<file path="src/rtl/logo_glyph_scroller.sv">
// Paints a row of 3x5-cell bitmap glyphs that scrolls horizontally once per frame.
// The scroll either bounces with a hold at each end, or wraps back to zero.
module logo_glyph_scroller #(
  parameter int CHARS       = 4,
  parameter int CELL_LOG2   = 3,
  parameter int X0          = 500,
  parameter int Y0          = 550,
  parameter int STEP        = 2,
  parameter int RANGE       = 100,
  parameter int HOLD_FRAMES = 30,
  parameter int MODE        = 0,
  parameter logic [CHARS*15-1:0] GLYPHS = '1
) (
  input  logic        clk,
  input  logic        rst,
  input  logic        enable,
  input  logic        frame_start,
  input  logic [10:0] x,
  input  logic [10:0] y,
  output logic        hit,
  output logic [10:0] delt,
  output logic [2:0]  state
);

  localparam int HW = (HOLD_FRAMES > 1) ? $clog2(HOLD_FRAMES) : 1;
  localparam logic [127:0] GLYPH_PAD = 128'(GLYPHS);

  typedef enum logic [2:0] {
    MOVE_R = 3'd0,
    HOLD_R = 3'd1,
    MOVE_L = 3'd2,
    HOLD_L = 3'd3,
    IDLE   = 3'd4
  } state_t;

  state_t        state_q, state_n;
  logic [10:0]   delt_q, delt_n;
  logic [HW-1:0] hold_q, hold_n;
  logic [11:0]   up;

  logic [11:0] rel_x, rel_y, ccol_w, crow_w, char_w;
  logic        in_range;
  logic [2:0]  s1_char, s1_crow;
  logic [1:0]  s1_col;
  logic        s1_inr, s1_en;
  logic [6:0]  gidx;

  // 12-bit sum so the end-of-range comparison never sees a wrapped value
  assign up = {1'b0, delt_q} + 12'(STEP);

  always_ff @(posedge clk or negedge rst) begin
    if (!rst) begin
      state_q <= MOVE_R;
      delt_q  <= '0;
      hold_q  <= '0;
    end else begin
      state_q <= state_n;
      delt_q  <= delt_n;
      hold_q  <= hold_n;
    end
  end

  always_comb begin
    state_n = state_q;
    delt_n  = delt_q;
    hold_n  = hold_q;
    if (!enable) begin
      state_n = IDLE;
      delt_n  = '0;
      hold_n  = '0;
    end else if (state_q == IDLE) begin
      state_n = MOVE_R;
    end else if (frame_start) begin
      case (state_q)
        MOVE_R: begin
          if (MODE == 0) begin
            if (up >= 12'(RANGE)) begin
              delt_n  = 11'(RANGE);
              hold_n  = HW'(HOLD_FRAMES - 1);
              state_n = HOLD_R;
            end else begin
              delt_n = up[10:0];
            end
          end else begin
            delt_n = (up > 12'(RANGE)) ? 11'd0 : up[10:0];
          end
        end
        HOLD_R: begin
          if (hold_q == '0) begin
            state_n = MOVE_L;
            delt_n  = delt_q - 11'(STEP);
          end else begin
            hold_n = hold_q - 1'b1;
          end
        end
        MOVE_L: begin
          if ({1'b0, delt_q} <= 12'(STEP)) begin
            delt_n  = '0;
            hold_n  = HW'(HOLD_FRAMES - 1);
            state_n = HOLD_L;
          end else begin
            delt_n = delt_q - 11'(STEP);
          end
        end
        HOLD_L: begin
          if (hold_q == '0) begin
            state_n = MOVE_R;
            delt_n  = up[10:0];
          end else begin
            hold_n = hold_q - 1'b1;
          end
        end
        default: state_n = MOVE_R;
      endcase
    end
  end

  // Column 3 of every glyph is the inter-glyph gap and is never lit
  always_comb begin
    rel_x    = {1'b0, x} - (12'(X0) + {1'b0, delt_q});
    rel_y    = {1'b0, y} - 12'(Y0);
    ccol_w   = rel_x >> CELL_LOG2;
    crow_w   = rel_y >> CELL_LOG2;
    char_w   = ccol_w >> 2;
    in_range = !rel_x[11] && !rel_y[11] && (char_w < 12'(CHARS)) &&
               (ccol_w[1:0] != 2'd3) && (crow_w <= 12'd4);
  end

  always_ff @(posedge clk or negedge rst) begin
    if (!rst) begin
      s1_char <= '0;
      s1_col  <= '0;
      s1_crow <= '0;
      s1_inr  <= 1'b0;
      s1_en   <= 1'b0;
    end else begin
      s1_char <= char_w[2:0];
      s1_col  <= ccol_w[1:0];
      s1_crow <= crow_w[2:0];
      s1_inr  <= in_range;
      s1_en   <= enable;
    end
  end

  assign gidx = 7'(s1_char) * 7'd15 + 7'(s1_crow) * 7'd3 + 7'(s1_col);

  always_ff @(posedge clk or negedge rst) begin
    if (!rst) begin
      hit <= 1'b0;
    end else begin
      hit <= s1_en && s1_inr && GLYPH_PAD[gidx];
    end
  end

  assign delt  = delt_q;
  assign state = state_q;

endmodule

</file>
<file path="config.mk">
export PLATFORM = sky130hd
export DESIGN_NAME = logo_glyph_scroller
export DESIGN_NICKNAME = d
export VERILOG_FILES = /design/src/rtl/logo_glyph_scroller.sv
export SDC_FILE = /design/constraint.sdc
export NUM_CORES = 1
export LEC_CHECK = 0
export BUFFER_PORTS_ARGS = -buffer_cell sky130_fd_sc_hd__buf_2
export CAP_MARGIN = 5
export CORE_MARGIN = 4
export CORE_UTILIZATION = 50
export DETAILED_ROUTE_END_ITERATION = 6
export PLACE_DENSITY = 0.71
export REMOVE_ABC_BUFFERS = 1
export SKIP_LAST_GASP = 1
export SLEW_MARGIN = 20
export SYNTH_ARGS = -nofsm -noshare
export SYNTH_HDL_FRONTEND = slang
export SYNTH_SLANG_ARGS = --single-unit
</file>
<file path="constraint.sdc">
create_clock -name clk -period 3.8 [get_ports clk]
set_input_delay 0.57 -clock clk [delete_from_list [all_inputs] [get_ports clk]]
set_output_delay 0.57 -clock clk [all_outputs]
set_load 0.01 [all_outputs]
</file>
==> reports/metrics.yaml, run 1 <==
finalMaxSlewViolations: 0
num-fill-cells: 548
synth_top_area_cell: "dfrtp_1"
h-tree-depth: 2
synth_common_cells: "37 x ha_1, 37 x inv_1, 29 x dfrtp_1"
cts_buffers: 5
synthXorXnorAreaFrac_pct: 5.76
yosys_most_used_dff: "dfrtp_1"
tns_ns: 0
synth_simple_gate_area_share_pct: 18.8
tritoncts: "done"
start_util_pct: 51.4
ios: 41
max-clock-path-buffers: 2
synth-compound-area-share_pct: 24.6
die_w_um: 86.0
powerDensity_nw_per_um2: 477
clk_pin_slew_ns: 0.07
insertion_delay_ns: 0.28
outcome: "completed"
area_growth_pct: 10.9
p_leak_uw: 0.00152
vias: 2705
ant_nets: 0
synth_top_family_by_area: "compound AO/OA/AOI/OAI gates"
synthAdderAreaFrac_pct: 19.2
finalSetupViolCount: 0
drive_gt1_share_pct: 16.6
port_buffers: 37
grt_pass1_wl_mm: 12.3
gp_congestion: 0.871
netlist_area_um2: 3040
grt_util_all_layers_pct: 20.6
muxShareOfSynthArea_pct: 1.03
grt_max_degree: 30
slew_headroom_pct: 49.8
crit_type: "reg -> reg"
ys_seq_area_share_pct: 23.9
ir_drop_mv: 0.545
ys_ff_latch: 29
dpl_cell_area_um2: 3260
dieArea_um2: 7400
antenna_found_initial: 0
synth_area_per_cell_um2: 8.72
n_antenna_cell: 0
routed_wl_mm: 7.10
period_needed_ns: 3.41
grt-ovfl-total: 0
cts-resized-gates: 0
synth-edff-count: 0
grt_pass1_vias: 2707
cts_root_buf: "clkbuf_8"
final_util_pct: 57.0
dp_hpwl_mm: 5.50
crit_arrival_ns: 3.62
crit_fanout: 4
synth_top_area_share_pct: 23.9
synth-async-reset-ratio_pct: 100
cts.sinks: 29
max_cap_viol_count: 0
post_cts_buffers: 0
worstMarginPinSlew_ns: 0.750
fp-row-count: 28
final_area_um2: 3370
finalPower_uw: 1610
max_freq_ghz: 0.293
nNetsFinal: 448
rsz0062_at_grt: "no"
synthCells: 349
hold_violations: 0
hp-class: "in -> async"
dr.pass1.iters: 4
startpoint_type: "flop"
drc: 0
wire_per_inst_um: 15.6
fp.dieH_um: 86.0
synth.area.top_cells: "dfrtp_1 24%, ha_1 15%, inv_1 4.6%"
core-area_um2: 5920
drt_iter0_drc: 186
ys_warn_count: 0
critPathCaptureType: "flop"
viasPerCell: 5.95
required_ns: 4.01
fin_crit_sh_pct: 89.7
worst_clock_skew_ns: 0.0103
postCtsHoldBufs: 0
synth_cell_types: 68
## flip-flops by register name (all words and copies together) (netlist names)
register and cells:
delt 10, hit 1, hold_q 5, s1_char 3, s1_col 2, s1_crow 3, s1_en 1, s1_inr 1
state 3
## per-layer routing
metal / GRT usage, % / routed length, µm / share of wire (%) / vias to the layer above
met2: 34.3 / 3410 / 48 / 73
li1: - / - / - / 1344
met3: 3.55 / 343 / 4.8 / 12
met1: 26.6 / 3220 / 45 / 1276
met5: 0 / 0 / 0 / -
met4: 7.63 / 123 / 1.7 / 0
## final timing paths
path | slack [ns] | startpoint | cells after the start | endpoint
min in group clk | 0.50 | y[3] | 2 | s1_crow[0]$_DFF_PN0_
worst max register to register | 0.39 | s1_char[2]$_DFF_PN0_ | 10 | hit$_DFF_PN0_
worst min-delay path | 0.31 | rst | 1 | state[2]$_DFFE_PN0P_
worst max-delay path | 0.39 | s1_char[2]$_DFF_PN0_ | 10 | hit$_DFF_PN0_
worst min register to register | 0.52 | s1_en$_DFF_PN0_ | 2 | hit$_DFF_PN0_
max in group asynchronous | 3.05 | rst | 1 | s1_col[1]$_DFF_PN0_
## critical path, stage by stage, from the launching register on
cell	delay (ns)
dfrtp_1	0.44
fa_1	0.55
inv_1	0.05
fa_1	0.51
inv_1	0.06
fa_1	0.46
ha_1	0.34
o21a_1	0.19
a2111o_1	0.42
a31o_2	0.21
a21oi_1	0.13
## through the flow
stage	hold slack, ns	setup WS, ns	instances
3_3_place_gp	0.518	0.461	447
2_1_floorplan	0.274	0.528	335
6_report	0.312	0.391	455
3_5_place_dp	0.518	0.380	447
5_1_grt	0.373	0.244	455
4_1_cts	0.336	0.373	455
## final cells by class
type / instances / area, µm² / share of cell area, %
well taps: 75 / 93.8 / 2.78
inverters: 37 / 139 / 4.12
clock buffers: 7 / 86.3 / 2.56
flip-flops and latches: 29 / 726 / 21.5
clock inverters: 1 / 30.0 / 0.891
multi-input cells: 269 / 2110 / 62.6
repair buffers: 37 / 185 / 5.49
## power breakdown
part	internal, µW	switching, µW	leakage [µW]
combinational	424	462	0.00108
sequential	337	50.4	0.000380
clock	214	121	0.0000585
## cell usage in the layout (no fill, tap or decap), types with 4 or more instances in the layout
| master | instances |
|---|---|
| nand3b_1 | 4 |
| nor4_1 | 6 |
| fa_1 | 6 |
| dfrtp_1 | 29 |
| buf_2 | 37 |
| ha_1 | 37 |
| a21o_1 | 4 |
| nand2b_1 | 4 |
| o22ai_1 | 4 |
| o211ai_1 | 9 |
| a211oi_1 | 4 |
| inv_1 | 37 |
| nor3_1 | 9 |
| o31ai_1 | 5 |
| nand2_1 | 18 |
| xnor2_1 | 12 |
| or2_2 | 6 |
| xor2_1 | 8 |
| nand3_1 | 11 |
| clkbuf_8 | 6 |
| nor2b_1 | 9 |
| a31oi_1 | 5 |
| a21oi_1 | 18 |
| nor2_1 | 15 |
| o21ai_0 | 16 |
## cells by family (layout without fill, tap and decap cells)
group,count (synthesis),after routing
AND/OR/NAND/NOR,101,101
other,1,1
buffers and inverters,51,82
adder cells (fa/ha/maj),43,43
AO/OA/AOI/OAI,101,101
XOR/XNOR,20,20
flip-flops,29,29
multiplexers,3,3
(Power assumes the default switching activity.)
==> run 2, diff against run 1 <==
PLACE_DENSITY = not set   (was 0.71)
PLACE_DENSITY_LB_ADDON = 0.1   (was not set)
==> reports/metrics.yaml, run 2 (same netlist as run 1, synthesis figures left out) <==
outcome: "completed"
fp-row-count: 28
cp.depth: 10
dieArea_um2: 7400
post-place-ws_ns: 0.404
grt_util_all_layers_pct: 21.3
r2r_start: "s1_char[2]$_DFF_PN0_"
h-tree-depth: 2
worst_path_max_delay_cell: "fa_1"
grt_max_degree: 30
gp_congestion: 0.885
num-fill-cells: 555
wire_per_inst_um: 15.9
worstPathCellList: "fa_1 > inv_1 > fa_1 > inv_1 > fa_1 > ha_1 > o21a_1 > a2111o_1 > a31o_2 > a21oi_1"
use_met2_pct: 32.9
vias: 2728
max-clock-path-buffers: 2
path_delay_family: "adder cells"
period_needed_ns: 3.38
crit_arrival_ns: 3.60
tritoncts: "done"
grt-ovfl-total: 0
routed_wl_mm: 7.25
p_int_uw: 888
layout_setup_ws_ns: 0.415
post_cts_buffers: 0
p_leak_uw: 0.00151
port_buffers: 37
worst_clock_skew_ns: 0.00918
crit_buf_inv: 2
ios: 41
max_freq_ghz: 0.295
finalSetupViolCount: 0
clk_pin_slew_ns: 0.07
r2r-end: "hit$_DFF_PN0_"
dp_hpwl_mm: 5.60
drt_iter0_drc: 199
startpoint_type: "flop"
hold_violations: 0
start_util_pct: 51.4
insertion_delay_ns: 0.29
largest_reg_flops: 10
grt_pass1_vias: 2613
drc: 0
met1_usage_pct: 30.5
crit_type: "reg -> reg"
drive_gt1_share_pct: 17.1
finalPower_uw: 1520
power_frac_clock_pct: 16.7
viasPerCell: 5.98
p_seq_share_pct: 25.1
holdWs_ns: 0.321
ant_nets: 0
crit_top_cell: "fa_1"
crit_start: "s1_char[2]$_DFF_PN0_"
cts_buffers: 5
dr.pass1.iters: 5
crit_fanout: 4
switching_share_pct: 41.8
grt_use_met3_pct: 3.27
cts_root_buf: "clkbuf_8"
core-area_um2: 5920
required_ns: 4.02
grt_pass1_wl_mm: 12.7
cpPeakStageDelay_ns: 0.55
slew_headroom_pct: 50.7
area_growth_pct: 10.1
comb_power_share_pct: 58.3
postCtsHoldBufs: 0
max_cap_viol_count: 0
grt.busiest_layer: "met2"
n_antenna_cell: 0
finalMaxSlewViolations: 0
hp-class: "in -> async"
reg2reg_depth: 10
antenna_found_initial: 0
final_util_pct: 56.6
rsz0062_at_grt: "no"
tns_ns: 0
cts.sinks: 29
powerDensity_nw_per_um2: 455
die_w_um: 86.0
fp.dieH_um: 86.0
p_sw_uw: 636
nNetsFinal: 449
cts-resized-gates: 0
fin_crit_sh_pct: 89.1
ir_drop_mv: 0.466
reg2reg_slack_ns: 0.42
final_cell_mix: "37 x inv_1, 37 x ha_1, 37 x buf_2"
critPathCaptureType: "flop"
worstMarginPinSlew_ns: 0.737
run 2: changes by cell type in the layout (fill, tap and decap cells not counted), sizes merged:
cell	change
clkinv	+2
bufinv	-1
buf	+1
clkinvlp	+1
clkbuf	-2
run 2: per-layer routing:
metal	share of wire, %	vias up
met3	5.2	6
met2	47	79
met5	0	-
li1	-	1343
met1	47	1300
met4	0.91	0
run 2: metrics by stage:
step / instance area (µm²) / cells
2_1_floorplan: 2980 / 335
3_3_place_gp: 3260 / 448
3_5_place_dp: 3260 / 448
4_1_cts: 3350 / 456
5_1_grt: 3350 / 456
6_report: 3350 / 456
run 2: worst max-delay path by stage:
stage,endpoint,slack (ns)
2_1_floorplan,hit$_DFF_PN0_,0.53
3_3_place_gp,hit$_DFF_PN0_,0.45
3_5_place_dp,hit$_DFF_PN0_,0.40
4_1_cts,hit$_DFF_PN0_,0.40
5_1_grt,hit$_DFF_PN0_,0.28
6_report,hit$_DFF_PN0_,0.42
run 2: power by group through the flow:
stage | sequential (µW) | combinational [µW] | clock (µW)
after CTS | 382 | 904 | 263
after global routing | 388 | 1030 | 277
after global placement | 386 | 862 | 0
final | 382 | 888 | 254
after detailed placement | 388 | 893 | 0
after floorplan | 380 | 706 | 0
run 2: final cells by class:
class / instances / area, µm² / share of cell area [%]
multi-input cells: 269 / 2110 / 63.1
flip-flops and latches: 29 / 726 / 21.7
repair buffers: 38 / 193 / 5.75
inverters: 37 / 139 / 4.15
well taps: 75 / 93.8 / 2.80
clock buffers: 5 / 68.8 / 2.05
clock inverters: 3 / 17.5 / 0.523
run 2: worst register-to-register path, stage by stage, from the launching register on:
cell and delay (ns):
dfrtp_1 0.44, fa_1 0.55, inv_1 0.05, fa_1 0.50, inv_1 0.05, fa_1 0.45, ha_1 0.34, o21a_1 0.19
a2111o_1 0.42, a31o_2 0.21, a21oi_1 0.12
